### src/rtl/get_enable_fifo.sv
// ----------------------------------------------------------------------------
// get_enable_fifo
//
// Gated host->core word buffer. Words are accepted from the host stream only
// while the block is running and not in its generation phase, held in a
// DEPTH-entry FIFO, and offered to the core as an exec/exec_ready stream. Each
// delivered word carries a round-robin channel tag. Delivered words are
// counted against a programmable target, and a single-cycle done pulse marks
// the moment the target is reached.
//
// Parameters
//   DW     data width of get_data / exec_data
//   DEPTH  FIFO entries (power of 2, >= 2)
//   NCH    channel count used for exec_ch tagging (>= 1)
//   CNT_W  width of the delivered-word counter and of target
//
// Ports
//   clk         clock, all state changes on the rising edge
//   rst         asynchronous, active-high reset
//   run         block enable; low flushes the FIFO, tag and counter
//   gen         generation phase; high blocks new input
//   get_valid   host word valid
//   get_data    host word
//   get_ready   block accepts a word this cycle
//   exec        exec_data / exec_ch valid towards the core
//   exec_data   word at the head of the FIFO
//   exec_ch     channel tag of the head word
//   exec_ready  core consumes the head word
//   target      words expected per run; 0 disables done
//   cnt         words delivered since the last flush (saturating)
//   done        one-cycle pulse after the pop that makes cnt == target
// ----------------------------------------------------------------------------
module get_enable_fifo #(
  parameter int DW    = 32,
  parameter int DEPTH = 4,
  parameter int NCH   = 4,
  parameter int CNT_W = 16,
  localparam int CHW  = (NCH > 1) ? $clog2(NCH) : 1
) (
  input  logic             clk,
  input  logic             rst,
  input  logic             run,
  input  logic             gen,
  input  logic             get_valid,
  input  logic [DW-1:0]    get_data,
  output logic             get_ready,
  output logic             exec,
  output logic [DW-1:0]    exec_data,
  output logic [CHW-1:0]   exec_ch,
  input  logic             exec_ready,
  input  logic [CNT_W-1:0] target,
  output logic [CNT_W-1:0] cnt,
  output logic             done
);

  localparam int AW = $clog2(DEPTH);
  localparam logic [AW:0]    FULL_OCC = (AW + 1)'(DEPTH);
  localparam logic [CHW-1:0] LAST_CH  = CHW'(NCH - 1);

  // Counter increment that sticks at all-ones instead of wrapping.
  function automatic logic [CNT_W-1:0] sat_inc(input logic [CNT_W-1:0] c);
    sat_inc = (c == {CNT_W{1'b1}}) ? c : c + CNT_W'(1);
  endfunction

  // Round-robin channel advance; a single channel always stays at tag 0.
  function automatic logic [CHW-1:0] next_ch(input logic [CHW-1:0] c);
    if (NCH == 1)
      next_ch = '0;
    else if (c == LAST_CH)
      next_ch = '0;
    else
      next_ch = c + CHW'(1);
  endfunction

  logic [DW-1:0]    mem [DEPTH];
  logic [AW-1:0]    wr_ptr;
  logic [AW-1:0]    rd_ptr;
  logic [AW:0]      occ;
  logic             full;
  logic             empty;
  logic             push;
  logic             pop;
  logic [CNT_W-1:0] cnt_inc;

  assign full  = (occ == FULL_OCC);
  assign empty = (occ == '0);

  // Handshakes. run gates both sides combinationally so a falling run stops
  // traffic in the same cycle; the flush then happens on the next edge. rst
  // also gates get_ready so nothing is offered while the block is held reset.
  // No full-bypass: a full FIFO refuses input even if a pop happens this cycle.
  assign get_ready = ~rst & run & ~gen & ~full;
  assign exec      = run & ~empty;
  assign push      = get_valid & get_ready;
  assign pop       = exec & exec_ready;

  // The head word sits still until popped: writes only target wr_ptr, which
  // never equals rd_ptr while the FIFO holds at least one word and has room.
  assign exec_data = mem[rd_ptr];

  assign cnt_inc = sat_inc(cnt);

  // ---- storage stage: data array, written on push, never reset ----
  always_ff @(posedge clk) begin
    if (push)
      mem[wr_ptr] <= get_data;
  end

  // ---- control stage: pointers, occupancy, tag, counter, done ----
  always_ff @(posedge clk or posedge rst) begin
    if (rst) begin
      wr_ptr  <= '0;
      rd_ptr  <= '0;
      occ     <= '0;
      exec_ch <= '0;
      cnt     <= '0;
      done    <= 1'b0;
    end else if (!run) begin
      // Synchronous flush: buffered words are discarded.
      wr_ptr  <= '0;
      rd_ptr  <= '0;
      occ     <= '0;
      exec_ch <= '0;
      cnt     <= '0;
      done    <= 1'b0;
    end else begin
      if (push)
        wr_ptr <= wr_ptr + AW'(1);

      if (pop) begin
        rd_ptr  <= rd_ptr + AW'(1);
        exec_ch <= next_ch(exec_ch);
        cnt     <= cnt_inc;
      end

      case ({push, pop})
        2'b10:   occ <= occ + (AW + 1)'(1);
        2'b01:   occ <= occ - (AW + 1)'(1);
        default: occ <= occ;
      endcase

      // Pulse only on the transition into cnt == target; once saturated at a
      // target of all-ones, further pops keep cnt equal but must not re-fire.
      done <= pop && (target != '0) && (cnt_inc == target) && (cnt != target);
    end
  end

endmodule

### config.mk
export PLATFORM = sky130hd
export DESIGN_NAME = get_enable_fifo
export DESIGN_NICKNAME = d
export VERILOG_FILES = /design/src/rtl/get_enable_fifo.sv
export SDC_FILE = /design/constraint.sdc
export NUM_CORES = 1
export LEC_CHECK = 0
export CAP_MARGIN = 20
export CORE_ASPECT_RATIO = 2
export CORE_MARGIN = 4
export CORE_UTILIZATION = 39
export DETAILED_ROUTE_END_ITERATION = 16
export HOLD_SLACK_MARGIN = 0.08
export PLACE_DENSITY = 0.66
export SLEW_MARGIN = 30
export SYNTH_ARGS = -nofsm -noshare
export SYNTH_HDL_FRONTEND = slang
export SYNTH_SLANG_ARGS = --single-unit
### constraint.sdc
create_clock -name clk -period 2.4 [get_ports clk]
set_input_delay 0.6 -clock clk [delete_from_list [all_inputs] [get_ports clk]]
set_output_delay 0.6 -clock clk [all_outputs]
set_load 0.05 [all_outputs]
Yosys cells after proc, flatten, opt, wreduce, memory -nomap -nowiden
Memories as Yosys holds them, arrays and structs flattened.
Cells that the tools add are included.
{"block": "word_totals", "reg_bits": 26, "mem_count": 1, "wordCells": 53, "in_bits": 54, "ramBits": 128, "out_inout_bits": 53}
{"memory": "mem", "words": 4, "word_bits": 32, "rd": 1, "rd_clocked_by_memory_dff": 0, "write_ports": 1, "line_no": "75", "source": "logic [DW-1:0] mem [DEPTH];"}
{"block": "op_classes", "muxes": 15, "add_sub_neg": 6, "n_reduce_logical": 5, "n_eq_ne": 10, "bitwise": 10}
{"op": "$mux W16", "count": 3}
{"op": "$add A16 B1 Y16 const B", "count": 1}
{"op": "$eq A16 B16 Y1", "count": 1}
{"op": "$eq A16 B16 Y1 const B", "count": 1}
{"op": "$ne A16 B16 Y1", "count": 1}
{"op": "$reduce_bool A16 Y1", "count": 1}
{"op": "$mux W2", "count": 7}
{"op": "$add A2 B1 Y2 const B", "count": 3}
{"op": "$and A1 B1 Y1", "count": 6}
{"op": "$pmux W3 S2", "count": 1}
{"op": "$eq A2 B2 Y1 const B", "count": 2}
{"op": "$ne A2 B1 Y1 const B", "count": 2}
{"op": "$not A1 Y1", "count": 4}
{"op": "$add A3 B1 Y3 const B", "count": 1}
{"op": "$eq A3 B3 Y1 const B", "count": 1}
{"op": "$logic_and A1 B1 Y1", "count": 3}
{"op": "$logic_not A3 Y1", "count": 1}
{"op": "$mux W1", "count": 3}
{"op": "$mux W3", "count": 1}
{"op": "$ne A3 B1 Y1 const B", "count": 1}
{"op": "$sub A3 B1 Y3 const B", "count": 1}
{"op": "$eq A2 B1 Y1 const B", "count": 1}

Logic depth before layout (Yosys ltp)
{"block": "logic_depth", "word_depth": 8, "ltp_mapped": 9}

Worst setup path before layout
Ideal clock, no wire load.
{"block": "synth_timing", "path_kind": "in2reg", "from": "input port run", "to": "memory mem[0][0], enable pin", "setup_ns": 0.392, "cell_stages": 3, "arrival_time_ns": 3.025, "path_buffers": 0, "setup_slack_ns": -1.017, "path_cell_list": "clkinv_1 a2111oi_2 and3_1"}
{"block": "synth_between", "elab_chain_cells": 6}
{"element": "from (decl)", "line_no": "42", "source": "input logic run,"}
{"element": "$and A1 B1 Y1 (3 in series)", "line_no": "92", "source": "assign get_ready = ~rst & run & ~gen & ~full;"}
{"element": "named net get_ready", "line_no": "46", "source": "output logic get_ready,"}
{"element": "$and A1 B1 Y1", "line_no": "94", "source": "assign push = get_valid & get_ready;"}
{"element": "$mux W1", "line_no": "105", "source": "if (push)"}
{"element": "$mux W1 (implied by the code)", "line_no": "106", "source": "mem[wr_ptr] <= get_data;"}
{"element": "to (decl)", "line_no": "75"}
The timed path passes the listed nets, and every way through them passes these cells.

Worst setup path in the final report
{"block": "layout_timing", "from": "register rd_ptr[0]", "to": "output port exec_data[25]"}
{"block": "layout_between", "elab_chain_cells": 1}
{"element": "from (decl)", "line_no": "77", "source": "logic [AW-1:0] rd_ptr;"}
{"element": "from (signal assigned)", "line_no": "131", "source": "rd_ptr <= rd_ptr + AW'(1);"}
{"element": "$mem_v2 Z4 W32"}
{"element": "to (decl)", "line_no": "48", "source": "output logic [DW-1:0] exec_data,"}
Every way passes these cells.

==> impl_metrics.csv <==
group,metric,value,unit
synthesis,yosys_most_used_dff,"edfxtp_1",
synthesis,synth_cells,431,
synthesis,synth_fa_ha_area_frac,0.0141,
synthesis,muxShareOfSynthArea,0.114,
worst_setup_path,reg2reg_depth,9,
worst_setup_path,worstPathArrival,1820,ps
synthesis,synthXorXnorAreaFrac,0.0518,
routing,routedWlPerCell,19.7,um
synthesis,synth_compound_area_frac,0.0401,
timing,finalHoldViolCount,0,
synthesis,synth_top_family_by_area,"multiplexers",
worst_setup_path,crit_fanout,9,
global_routing,grt_pass1_wl,25.0,mm
place,place_hpwl,11.8,mm
timing,setup_violations,2,
routing,vias,4289,
worst_setup_path,crit_path_end_kind,"output port",
clock_tree,cts_made_buffers,17,
routing,first_pass_iters,6,
place,port_buffers,106,
timing,worst_slew_pin_slew,552,ps
cells_and_area,nets,655,
synthesis,avgSynthCellArea,15.7,um^2
worst_setup_path,startpoint_type,"flip-flop",
clock_tree,cts_tree,"yes",
global_routing,antenna_found_initial,0,
timing,skew,10.2,ps
cells_and_area,fin_area,9340,um^2
timing,rsz0062_at_grt,"yes",
power,leakagePower,3.42,nW
floorplanning,start_util,0.400,
floorplanning,die_w,101,um
clock_tree,clock_sinks,154,
global_routing,overflow,0,
cells_and_area,fin_util,0.551,
synthesis,synth_seq_cells,154,
worst_hold_path,min_path_type,"reg -> reg",
synthesis,synth_area,6770,um^2
run,drv_cap,0,
cells_and_area,fill_cells,1392,
worst_setup_path,cp.required,1800,ps
synthesis,synth-simple-area-share,0.0958,
synthesis,seq_area_frac_synth,0.664,
clock_tree,clock_latency,410,ps
cells_and_area,most-common-layout-cells,"edfxtp_1, clkdlybuf4s50_1, buf_4, nor2_1, mux4_2",
place,placed_area,8570,um^2
cells_and_area,drive_above_1_share,0.307,
floorplanning,die_area,19600,um^2
clock_tree,h-tree-depth,4,
place,dp.cells,775,
cells_and_area,fin_cells,812,
routing,final_antenna_net_count,0,
run_status,status,"complete, but fails checks",
timing,worst_slack,-15.6,ps
routing,vias_per_cell,5.28,
floorplanning,core,16900,um^2
synthesis,yosysWarnings,0,
routing,drc,0,
power,p_per_area,752,nW/um^2
synthesis,synth_nets,492,
place,gp_congestion,0.935,
synthesis,synth_cell_types,52,
worst_setup_path,reg2reg_from,"cnt[0]",
global_routing,grt_max_degree,33,
cells_and_area,area_growth,38.0,%
floorplanning,ioPinCount,107,
clock_tree,clk_path_buf_depth,2,
timing,max_freq,0.414,GHz
cells_and_area,antenna_cells,0,
cells_and_area,mostFrequentLayoutCell,"edfxtp_1",
worst_setup_path,crit_start,"rd_ptr[0]",
timing,slew_headroom,0.631,
routing,drt_iter0_drc,131,
worst_hold_path,hold-path-cell-count,2,
global_routing,grt_pass1_vias,4734,
worst_setup_path,path_class,"reg -> out",
clock_tree,path_clk_slew,60,ps
timing,fin_crit,2420,ps
worst_hold_path,min_from,"exec_ch[1]",
synthesis,postSynth.asyncResetShare,0.169,
timing,fin_crit_sh,1.01,
synthesis,synth_edf_count,128,
floorplanning,num_rows,67,
global_routing,track_usage,0.169,
timing,slew_viol_final,0,
power,ir_drop,0.519,mV
floorplanning,die_h,194,um
routing,routed_wl,16.0,mm
run_status,failed_checks,"negative setup slack",
clock_tree,root_buffer,"clkbuf_16",
==> layer usage <==
metal | global-route usage | wire length, um | vias to the layer above
met5 | 0 | 0 | -
met3 | 0.0328 | 701 | 38
met2 | 0.312 | 9160 | 151
met4 | 0.0868 | 737 | 0
met1 | 0.173 | 5430 | 2107
li1 | - | - | 1993
==> synth_stat cells (2+ instances only) <==
cell type,count,area share
clkbuf_1,14,0.0078
edfxtp_1,128,0.57
nor2_1,34,0.019
buf_4,2,0.0022
and4_1,2,0.0026
dfrtp_1,26,0.096
nand2b_1,2,0.0018
o211ai_1,2,0.0022
inv_1,9,0.0050
mux2i_1,5,0.0074
a211oi_1,2,0.0022
a2111oi_2,2,0.0044
mux4_2,32,0.11
nand3_1,9,0.0067
xnor2_1,17,0.022
xor2_1,23,0.030
ha_1,6,0.011
nor2b_1,2,0.0018
a22o_1,2,0.0026
buf_2,4,0.0030
a31oi_1,2,0.0018
nand4_1,8,0.0074
nor4_1,8,0.0074
buf_1,3,0.0017
nand2_1,24,0.013
o22ai_1,2,0.0018
a21oi_1,9,0.0067
nor3_1,10,0.0074
o21ai_0,11,0.0081
and3_1,9,0.0083
==> registers in the layout, indices dropped and copies added, names as in the netlist <==
signal	count
occ	3
cnt	16
exec_ch	2
wr_ptr	2
rd_ptr	2
done	1
mem	128
==> path summary, 6_finish.rpt <==
kind,to,slack [ps]
worst max-delay path,exec_data[25],-20
worst min register to register,exec_ch[1],570
worst max register to register,done,140
worst min-delay path,exec_ch[1],570
max in group asynchronous,cnt[11],1460
min in group asynchronous,occ[2],650
==> cell families (layout without fill, tap and decap cells) <==
logic type	Yosys count	in the layout
flip-flops	154	154
AND/OR/NAND/NOR	120	120
AO/OA/AOI/OAI	40	40
XOR/XNOR	40	40
multiplexers	37	37
buffers and inverters	33	207
adder cells (fa/ha/maj)	7	7
==> critical path: stages, from the launching register on <==
cell and delay [ps]:
dfrtp_2 370, buf_12 160, buf_12 140, mux4_2 550, buf_12 180
==> where the power goes <==
group | switching, mW | internal (mW) | leakage [nW]
Clock | 0.980 | 1.29 | 0.236
Combinational | 0.942 | 0.789 | 1.69
Sequential | 0.0552 | 2.96 | 1.50
Total | 1.98 | 5.04 | 3.42
==> final cells by class <==
| cell class | instances | area [um^2] | share of cell area |
|---|---|---|---|
| multi-input cells | 244 | 2190 | 0.235 |
| flip-flops and latches | 154 | 4510 | 0.483 |
| inverters | 10 | 42.5 | 0.00456 |
| well taps | 207 | 259 | 0.0277 |
| clock inverters | 13 | 81.3 | 0.00871 |
| repair buffers | 167 | 1830 | 0.196 |
| clock buffers | 17 | 425 | 0.0456 |
==> per-stage QoR <==
step / setup TNS (ps) / hold slack (ps) / power, mW / worst slack [ps]
floorplan: -8620 / 538 / 4.00 / -249
finish: -19.0 / 574 / 7.02 / -15.6
CTS: -287 / 579 / 7.05 / -29.9
global placement: -2490 / 557 / 4.64 / -201
global route: -1110 / 597 / 7.32 / -71.4
detailed placement: -5420 / 563 / 4.66 / -221
==> timing repair <==
item                                    in CTS  in global routing
resized for setup                           22                 23
buffers inserted                             4                  1
endpoints found under the setup margin      34                 38
gates cloned                                 1                  1
hold buffers                                 0                  0
(Power assumes the default switching activity.)
